**src/rtl/wb_trace_pkg.sv**
```systemverilog
// Shared types and constants for the writeback trace capture buffer.
package wb_trace_pkg;

  // Default record widths; the top module may override them via its own parameters.
  localparam int TRACE_XLEN  = 32;
  localparam int TRACE_SEQ_W = 16;

  // Full-buffer policy selected by the wrap_mode input.
  localparam logic MODE_STOP = 1'b0;
  localparam logic MODE_WRAP = 1'b1;

  // One captured retirement. The destination register field is named rd
  // because reg is a reserved word.
  typedef struct packed {
    logic [TRACE_XLEN-1:0]  pc;
    logic                   ena;
    logic [4:0]             rd;
    logic [TRACE_XLEN-1:0]  value;
    logic [TRACE_SEQ_W-1:0] seq;
  } trace_rec_t;

  // Ceiling log2, usable in constant expressions.
  function automatic int clog2(input int n);
    int r;
    r = 0;
    for (int i = 0; i < 31; i++) begin
      if ((1 << i) < n) r = i + 1;
    end
    return r;
  endfunction

endpackage

```
**src/rtl/wb_trace_fifo_if.sv**
```systemverilog
// Writeback trace bus: producer side (wb_*) and reader side (out_*).
interface wb_trace_fifo_if #(
  parameter int XLEN  = 32,
  parameter int SEQ_W = 16
);

  logic             wb_have_inst;
  logic [XLEN-1:0]  wb_pc;
  logic             wb_ena;
  logic [4:0]       wb_reg;
  logic [XLEN-1:0]  wb_value;

  logic             out_valid;
  logic             out_ready;
  logic [XLEN-1:0]  out_pc;
  logic             out_ena;
  logic [4:0]       out_reg;
  logic [XLEN-1:0]  out_value;
  logic [SEQ_W-1:0] out_seq;

  // Environment: drives the core's retirement stream and the reader's ready.
  modport master (
    output wb_have_inst, wb_pc, wb_ena, wb_reg, wb_value, out_ready,
    input  out_valid, out_pc, out_ena, out_reg, out_value, out_seq
  );

  // Trace buffer: consumes the retirement stream and presents the head record.
  modport slave (
    input  wb_have_inst, wb_pc, wb_ena, wb_reg, wb_value, out_ready,
    output out_valid, out_pc, out_ena, out_reg, out_value, out_seq
  );

endinterface

```
**src/rtl/wb_trace_ram.sv**
```systemverilog
// Record storage: one synchronous write port, one asynchronous read port.
// Contents are never reset; validity is tracked by the controller.
module wb_trace_ram
  import wb_trace_pkg::*;
#(
  parameter int  DEPTH = 16,
  parameter int  AW    = clog2(DEPTH),
  parameter type rec_t = trace_rec_t
) (
  input  logic          clk,
  input  logic          we,
  input  logic [AW-1:0] waddr,
  input  rec_t          wdata,
  input  logic [AW-1:0] raddr,
  output rec_t          rdata
);

  rec_t mem [DEPTH];

  // Write the incoming record into its slot.
  always_ff @(posedge clk) begin
    if (we) mem[waddr] <= wdata;
  end

  assign rdata = mem[raddr];

endmodule

```
**src/rtl/wb_trace_fifo.sv**
```systemverilog
// Capture buffer for the CPU writeback trace: numbers every commit, optionally
// keeps only register writes, and either stops or overwrites the oldest entry
// when full, counting every record that is lost.
module wb_trace_fifo
  import wb_trace_pkg::*;
#(
  parameter int XLEN  = 32,
  parameter int DEPTH = 16,
  parameter int SEQ_W = 16,
  parameter int CNT_W = 8
) (
  input  logic                   clk,
  input  logic                   reset,
  input  logic                   clear,
  input  logic                   enable,
  input  logic                   wrap_mode,
  input  logic                   filter_wr,
  wb_trace_fifo_if.slave         bus,
  output logic [clog2(DEPTH):0]  count,
  output logic                   full,
  output logic [CNT_W-1:0]       drop_cnt
);

  localparam int AW = clog2(DEPTH);
  localparam int CW = AW + 1;

  typedef struct packed {
    logic [XLEN-1:0]  pc;
    logic             ena;
    logic [4:0]       rd;
    logic [XLEN-1:0]  value;
    logic [SEQ_W-1:0] seq;
  } rec_t;

  // Lost-record counter sticks at all-ones instead of wrapping.
  function automatic logic [CNT_W-1:0] sat_inc(input logic [CNT_W-1:0] v);
    return (&v) ? v : v + CNT_W'(1);
  endfunction

  logic [AW-1:0]    wr_ptr, rd_ptr, wr_ptr_nx, rd_ptr_nx;
  logic [CW-1:0]    count_nx;
  logic [CNT_W-1:0] drop_nx;
  logic [SEQ_W-1:0] seq, seq_nx;
  logic             commit, push, pop, valid, is_full, ram_we;
  rec_t             wr_rec, rd_rec;

  assign valid   = (count != '0);
  assign is_full = (count == CW'(DEPTH));
  assign commit  = enable & bus.wb_have_inst;
  assign push    = commit & (~filter_wr | (bus.wb_ena & (bus.wb_reg != 5'd0)));
  assign pop     = valid & bus.out_ready;

  assign wr_rec = '{pc: bus.wb_pc, ena: bus.wb_ena, rd: bus.wb_reg,
                    value: bus.wb_value, seq: seq};

  // Next-state for pointers, occupancy, sequence and drop counter.
  always_comb begin
    wr_ptr_nx = wr_ptr;
    rd_ptr_nx = rd_ptr;
    count_nx  = count;
    drop_nx   = drop_cnt;
    ram_we    = 1'b0;
    seq_nx    = commit ? seq + SEQ_W'(1) : seq;

    if (!is_full) begin
      if (push) begin
        ram_we    = 1'b1;
        wr_ptr_nx = wr_ptr + AW'(1);
      end
      if (pop) rd_ptr_nx = rd_ptr + AW'(1);
      count_nx = count + CW'(push) - CW'(pop);
    end else if (push && pop) begin
      // Full with a concurrent read: the freed head slot takes the new record.
      ram_we    = 1'b1;
      wr_ptr_nx = wr_ptr + AW'(1);
      rd_ptr_nx = rd_ptr + AW'(1);
    end else if (push) begin
      case (wrap_mode)
        MODE_STOP: drop_nx = sat_inc(drop_cnt);
        MODE_WRAP: begin
          // Overwrite the oldest record; the head advances past it.
          ram_we    = 1'b1;
          wr_ptr_nx = wr_ptr + AW'(1);
          rd_ptr_nx = rd_ptr + AW'(1);
          drop_nx   = sat_inc(drop_cnt);
        end
        default: ;
      endcase
    end else if (pop) begin
      rd_ptr_nx = rd_ptr + AW'(1);
      count_nx  = count - CW'(1);
    end

    // Flush discards any push/pop of this cycle; the commit numbering carries on.
    if (clear) begin
      ram_we    = 1'b0;
      wr_ptr_nx = '0;
      rd_ptr_nx = '0;
      count_nx  = '0;
      drop_nx   = '0;
    end
  end

  // Control state register; reset overrides clear.
  always_ff @(posedge clk) begin
    if (reset) begin
      wr_ptr   <= '0;
      rd_ptr   <= '0;
      count    <= '0;
      drop_cnt <= '0;
      seq      <= '0;
    end else begin
      wr_ptr   <= wr_ptr_nx;
      rd_ptr   <= rd_ptr_nx;
      count    <= count_nx;
      drop_cnt <= drop_nx;
      seq      <= seq_nx;
    end
  end

  wb_trace_ram #(
    .DEPTH (DEPTH),
    .AW    (AW),
    .rec_t (rec_t)
  ) u_ram (
    .clk   (clk),
    .we    (ram_we & ~reset),
    .waddr (wr_ptr),
    .wdata (wr_rec),
    .raddr (rd_ptr),
    .rdata (rd_rec)
  );

  // Head data is forced to zero while empty, so stale storage never shows.
  assign full          = is_full;
  assign bus.out_valid = valid;
  assign bus.out_pc    = valid ? rd_rec.pc    : '0;
  assign bus.out_ena   = valid ? rd_rec.ena   : 1'b0;
  assign bus.out_reg   = valid ? rd_rec.rd    : '0;
  assign bus.out_value = valid ? rd_rec.value : '0;
  assign bus.out_seq   = valid ? rd_rec.seq   : '0;

endmodule

```
**src/flat_wrapper.sv**
```systemverilog
// flat-port wrapper written by rule: the top's interface ports become plain ports
module wb_trace_fifo_flat import wb_trace_pkg::*;
#(
  parameter int XLEN  = 32,
  parameter int DEPTH = 16,
  parameter int SEQ_W = 16,
  parameter int CNT_W = 8
)
  (clk, reset, clear, enable, wrap_mode, filter_wr, count, full, drop_cnt, bus_wb_have_inst, bus_wb_pc, bus_wb_ena, bus_wb_reg, bus_wb_value, bus_out_ready, bus_out_valid, bus_out_pc, bus_out_ena, bus_out_reg, bus_out_value, bus_out_seq);
  wb_trace_fifo_if #(.XLEN(XLEN), .SEQ_W(SEQ_W)) bus_i ();
  input  logic clk;
  input  logic reset;
  input  logic clear;
  input  logic enable;
  input  logic wrap_mode;
  input  logic filter_wr;
  output logic [clog2(DEPTH):0] count;
  output logic full;
  output logic [CNT_W-1:0] drop_cnt;
  input wire logic [$bits(bus_i.wb_have_inst)-1:0] bus_wb_have_inst;
  input wire logic [$bits(bus_i.wb_pc)-1:0] bus_wb_pc;
  input wire logic [$bits(bus_i.wb_ena)-1:0] bus_wb_ena;
  input wire logic [$bits(bus_i.wb_reg)-1:0] bus_wb_reg;
  input wire logic [$bits(bus_i.wb_value)-1:0] bus_wb_value;
  input wire logic [$bits(bus_i.out_ready)-1:0] bus_out_ready;
  output wire logic [$bits(bus_i.out_valid)-1:0] bus_out_valid;
  output wire logic [$bits(bus_i.out_pc)-1:0] bus_out_pc;
  output wire logic [$bits(bus_i.out_ena)-1:0] bus_out_ena;
  output wire logic [$bits(bus_i.out_reg)-1:0] bus_out_reg;
  output wire logic [$bits(bus_i.out_value)-1:0] bus_out_value;
  output wire logic [$bits(bus_i.out_seq)-1:0] bus_out_seq;
  assign bus_i.wb_have_inst = bus_wb_have_inst;
  assign bus_i.wb_pc = bus_wb_pc;
  assign bus_i.wb_ena = bus_wb_ena;
  assign bus_i.wb_reg = bus_wb_reg;
  assign bus_i.wb_value = bus_wb_value;
  assign bus_i.out_ready = bus_out_ready;
  assign bus_out_valid = bus_i.out_valid;
  assign bus_out_pc = bus_i.out_pc;
  assign bus_out_ena = bus_i.out_ena;
  assign bus_out_reg = bus_i.out_reg;
  assign bus_out_value = bus_i.out_value;
  assign bus_out_seq = bus_i.out_seq;
  wb_trace_fifo #(.XLEN(XLEN), .DEPTH(DEPTH), .SEQ_W(SEQ_W), .CNT_W(CNT_W)) u_core (.clk(clk), .reset(reset), .clear(clear), .enable(enable), .wrap_mode(wrap_mode), .filter_wr(filter_wr), .bus(bus_i), .count(count), .full(full), .drop_cnt(drop_cnt));
endmodule
```
**config.mk**
```make
export PLATFORM = sky130hd
export DESIGN_NAME = wb_trace_fifo_flat
export DESIGN_NICKNAME = d
export VERILOG_FILES = /design/src/rtl/wb_trace_pkg.sv /design/src/rtl/wb_trace_fifo_if.sv /design/src/rtl/wb_trace_ram.sv /design/src/rtl/wb_trace_fifo.sv /design/src/flat_wrapper.sv
export SDC_FILE = /design/constraint.sdc
export NUM_CORES = 1
export LEC_CHECK = 0
export ABC_AREA = 1
export CELL_PAD_IN_SITES_DETAIL_PLACEMENT = 1
export CELL_PAD_IN_SITES_GLOBAL_PLACEMENT = 2
export CORE_MARGIN = 5
export CORE_UTILIZATION = 30
export DETAILED_ROUTE_END_ITERATION = 16
export GPL_ROUTABILITY_DRIVEN = 0
export PLACE_DENSITY_LB_ADDON = 0.25
export SYNTH_ARGS = -nofsm -noshare
export SYNTH_HDL_FRONTEND = slang
export SYNTH_HIERARCHICAL = 1
export SYNTH_SLANG_ARGS = --single-unit
export TNS_END_PERCENT = 10
```
**constraint.sdc**
```tcl
create_clock -name clk -period 13.32 [get_ports clk]
set_input_delay 1.332 -clock clk [delete_from_list [all_inputs] [get_ports clk]]
set_output_delay 1.332 -clock clk [all_outputs]
set_load 0.05 [all_outputs]
```
==> results.yml <==
clock_tree:
  cts_sinks: 1413
  post-cts-setup-buffers: 0
  clk_pin_slew_ns: 0.06
  cts_root_buf: "clkbuf_16"
  clkLatencyLatePin_ns: 0.79
  htreeDepth: 4
  postCtsResizedCells: 0
  cts_tree: "built"
  hold_buffers: 0
  cts_made_buffers: 165
  clockBufferDepth: 3
sta:
  finalCriticalPeriod_ns: 6.80
  max_freq_ghz: 0.147
  finalClockSkew_ns: 0.0252
  fin_setup_tns_ns: 0
  finalMaxSlewViolations: 0
  finalCritPeriodShare_pct: 51.0
  whs_ns: 0.496
  hold_viol_final: 0
  tightest_slew_ns: 1.13
  finalSetupViolations: 0
  grt_setup_unrepaired: "false"
  relSlewSlack_pct: 24.6
  fin_ws_ns: 6.52
critical_path:
  path_cells: "buf_12, buf_4, buf_4, nand2_1, nand2_1, nand2_1, nand3_1, nand3_1, nand2_1, inv_1, nor2_1, clkdlybuf4s50_1"
  max_stage_delay_ns: 0.86
  critical_path_class: "reg2out"
  critical_path_arrival_ns: 5.47
  crit_fanout: 157
  cp.required_ns: 11.99
  end_kind: "primary output"
  crit_path_frequent_cell: "nand2_1"
  crit_buf_inv: 5
  worstSetupStartpointType: "flip-flop"
  critical-path-slowest-cell: "clkdlybuf4s50_1"
  critPathTopFamily: "buffers and inverters"
yosys:
  synth_edf_count: 1376
  netlist_instances: 6050
  yosysMostFrequentCell: "nand2_1"
  syn_area_mm2: 0.0616
  synth_commonest_cells: "nand2_1 (1869), edfxtp_1 (1376), inv_1 (1163)"
  ys.flop_type: "edfxtp_1"
  ys_seq_area_share_pct: 68.3
  ys_warn_count: 6
  synth_seq_cells: 1413
  async_flop_share_pct: 0
  synthDistinctLibCells: 38
  synth_nets: 6146
  syn-mean-instance-area_um2: 10.2
  synth_top_cell_by_area: "edfxtp_1"
  yosys-top-cells-area: "edfxtp_1 (67%), nand2_1 (11%), nand3_1 (8.5%)"
  yosysTopAreaCellShare_pct: 67.1
flow_run:
  drv_cap: 0
routing:
  drtAntennaViolNets: 0
  met2_length_mm: 91.1
  via_per_inst: 4.60
  drc: 0
  wl_mm: 187
  top_layer: "met5"
  dr_total_vias: 41397
  wl_per_cell_um: 20.8
  wl_met1_mm: 86.3
  dr.pass1.iters: 6
  wl_met3_mm: 5.90
  drtIter0Drc: 2156
global_routing:
  grt.overflow.total: 0
  grt_pass1_vias: 43323
  grt_max_degree: 178
  grt_pass1_wl_mm: 279
  grt_usage_pct: 17.2
  antenna_found_initial: 17
layout:
  finalInstanceArea_mm2: 0.0711
  drive_gt1_share_pct: 5.31
  fin_nets: 6264
  multi_input_area_mm2: 0.0138
  areaGrowthSynthToFinish_pct: 15.5
  register_area_mm2: 0.0421
  nFillCells: 22874
pwr:
  combPwrFrac_pct: 23.1
  irDropWorstVdd_mv: 0.174
  p_leak_nw: 29.5
  seqPwrFrac_pct: 41.1
  p_clk_share_pct: 35.8
  total_power_mw: 11.9
  intPower_mw: 8.08
  p_sw_mw: 3.85
  switching_share_pct: 32.2
  power.density_mw_per_mm2: 168
floorplan:
  fp.dieW_um: 463
  core_mm2: 0.204
  start_util_pct: 30.1
  die_area_mm2: 0.214
  rows: 166
  fp.dieH_um: 463
  boundaryPins: 179
placed_design:
  hpwl_mm: 99.0
  place_area_mm2: 0.0660
  io_buffers: 178
  place_ws_ns: 6.36
hold_path:
  hold_path_class: "reg2reg"
status:
  status: "finished, final reports clean"
-- sequential cells by signal (all words and copies together) (netlist names) --
register / flops
u_core/count: 5
u_core/drop_cnt: 8
u_core/rd_ptr: 4
u_core/seq: 16
u_core/u_ram/mem: 1376
u_core/wr_ptr: 4
-- final timing paths --
path                                    startpoint                       end  slack (ns)  cells past startpoint
worst min register to register  u_core/drop_cnt[7]        u_core/drop_cnt[7]        0.50                      2
worst max-delay path              u_core/rd_ptr[0]            bus_out_pc[25]        6.52                     12
worst min-delay path            u_core/drop_cnt[7]        u_core/drop_cnt[7]        0.50                      2
worst max register to register     u_core/count[1]  u_core/u_ram/mem[15][75]        8.12                     14
-- metrics by stage --
step	std cells	util [%]
2_1_floorplan	6050	-
3_3_place_gp	8689	32.3
3_5_place_dp	8689	32.3
4_1_cts	8992	34.8
5_1_grt	8994	34.8
6_report	9000	34.8
-- kinds of logic (layout without fill, tap and decap cells) --
logic type | count (synthesis) | count (layout) | synth area share (%)
multiplexers | 1 | 1 | 0.0163
adder cells (fa/ha/maj) | 18 | 18 | 0.378
flip-flops | 1413 | 1413 | 68.3
XOR/XNOR | 10 | 10 | 0.142
other | 0 | 8 | 0
buffers and inverters | 1470 | 1724 | 9.55
AO/OA/AOI/OAI | 53 | 53 | 0.445
AND/OR/NAND/NOR | 3085 | 3085 | 21.2
-- per-layer routing --
metal,track usage (%),vias to the layer above
met4,4.25,2
met3,2.57,213
met1,22.6,20981
met5,0,-
met2,29.7,541
li1,-,19660
-- worst reg2reg max path: stages, from the launching register on --
cell,delay (ns)
dfxtp_1,0.44
inv_1,0.17
ha_1,0.26
inv_1,0.11
nor3_4,0.06
nor2_1,0.23
ha_1,0.22
nand2_1,0.06
nand2_1,0.20
inv_1,0.11
nor2_1,0.29
nand3_1,0.37
nor2_4,0.61
buf_4,0.94
buf_4,0.69
-- area by class of cell --
| class | count | share of cell area (%) |
|---|---|---|
| clock inverters | 66 | 0.630 |
| repair buffers | 248 | 3.33 |
| diodes | 8 | 0.0282 |
| multi-input cells | 3167 | 19.4 |
| well taps | 2688 | 4.73 |
| flip-flops and latches | 1413 | 59.2 |
| inverters | 1173 | 6.24 |
| clock buffers | 237 | 6.51 |
-- power groups by stage --
stage / sequential, mW / clock [mW] / combinational (mW)
floorplan: 5.00 / 0 / 1.79
global placement: 5.00 / 0 / 2.80
detailed placement: 5.00 / 0 / 2.82
CTS: 4.90 / 4.43 / 2.83
global route: 4.90 / 4.61 / 3.00
finish: 4.90 / 4.27 / 2.75
-- placed cells by master, fill, tap and decap left out, drive strengths merged, types with 8 or more instances in the layout --
cell type | netlist | routed
nand2 | 1876 | 1876
edfxtp | 1376 | 1376
inv | 1170 | 1172
nand3 | 1044 | 1044
clkbuf | 79 | 237
clkdlybuf4s50 | 0 | 178
nor2 | 150 | 150
buf | 218 | 70
clkinv | 3 | 64
dfxtp | 37 | 37
a21oi | 27 | 27
o21ai | 22 | 22
ha | 17 | 17
nor3 | 9 | 9
diode | 0 | 8
Power figures use the tool's default switching activity.
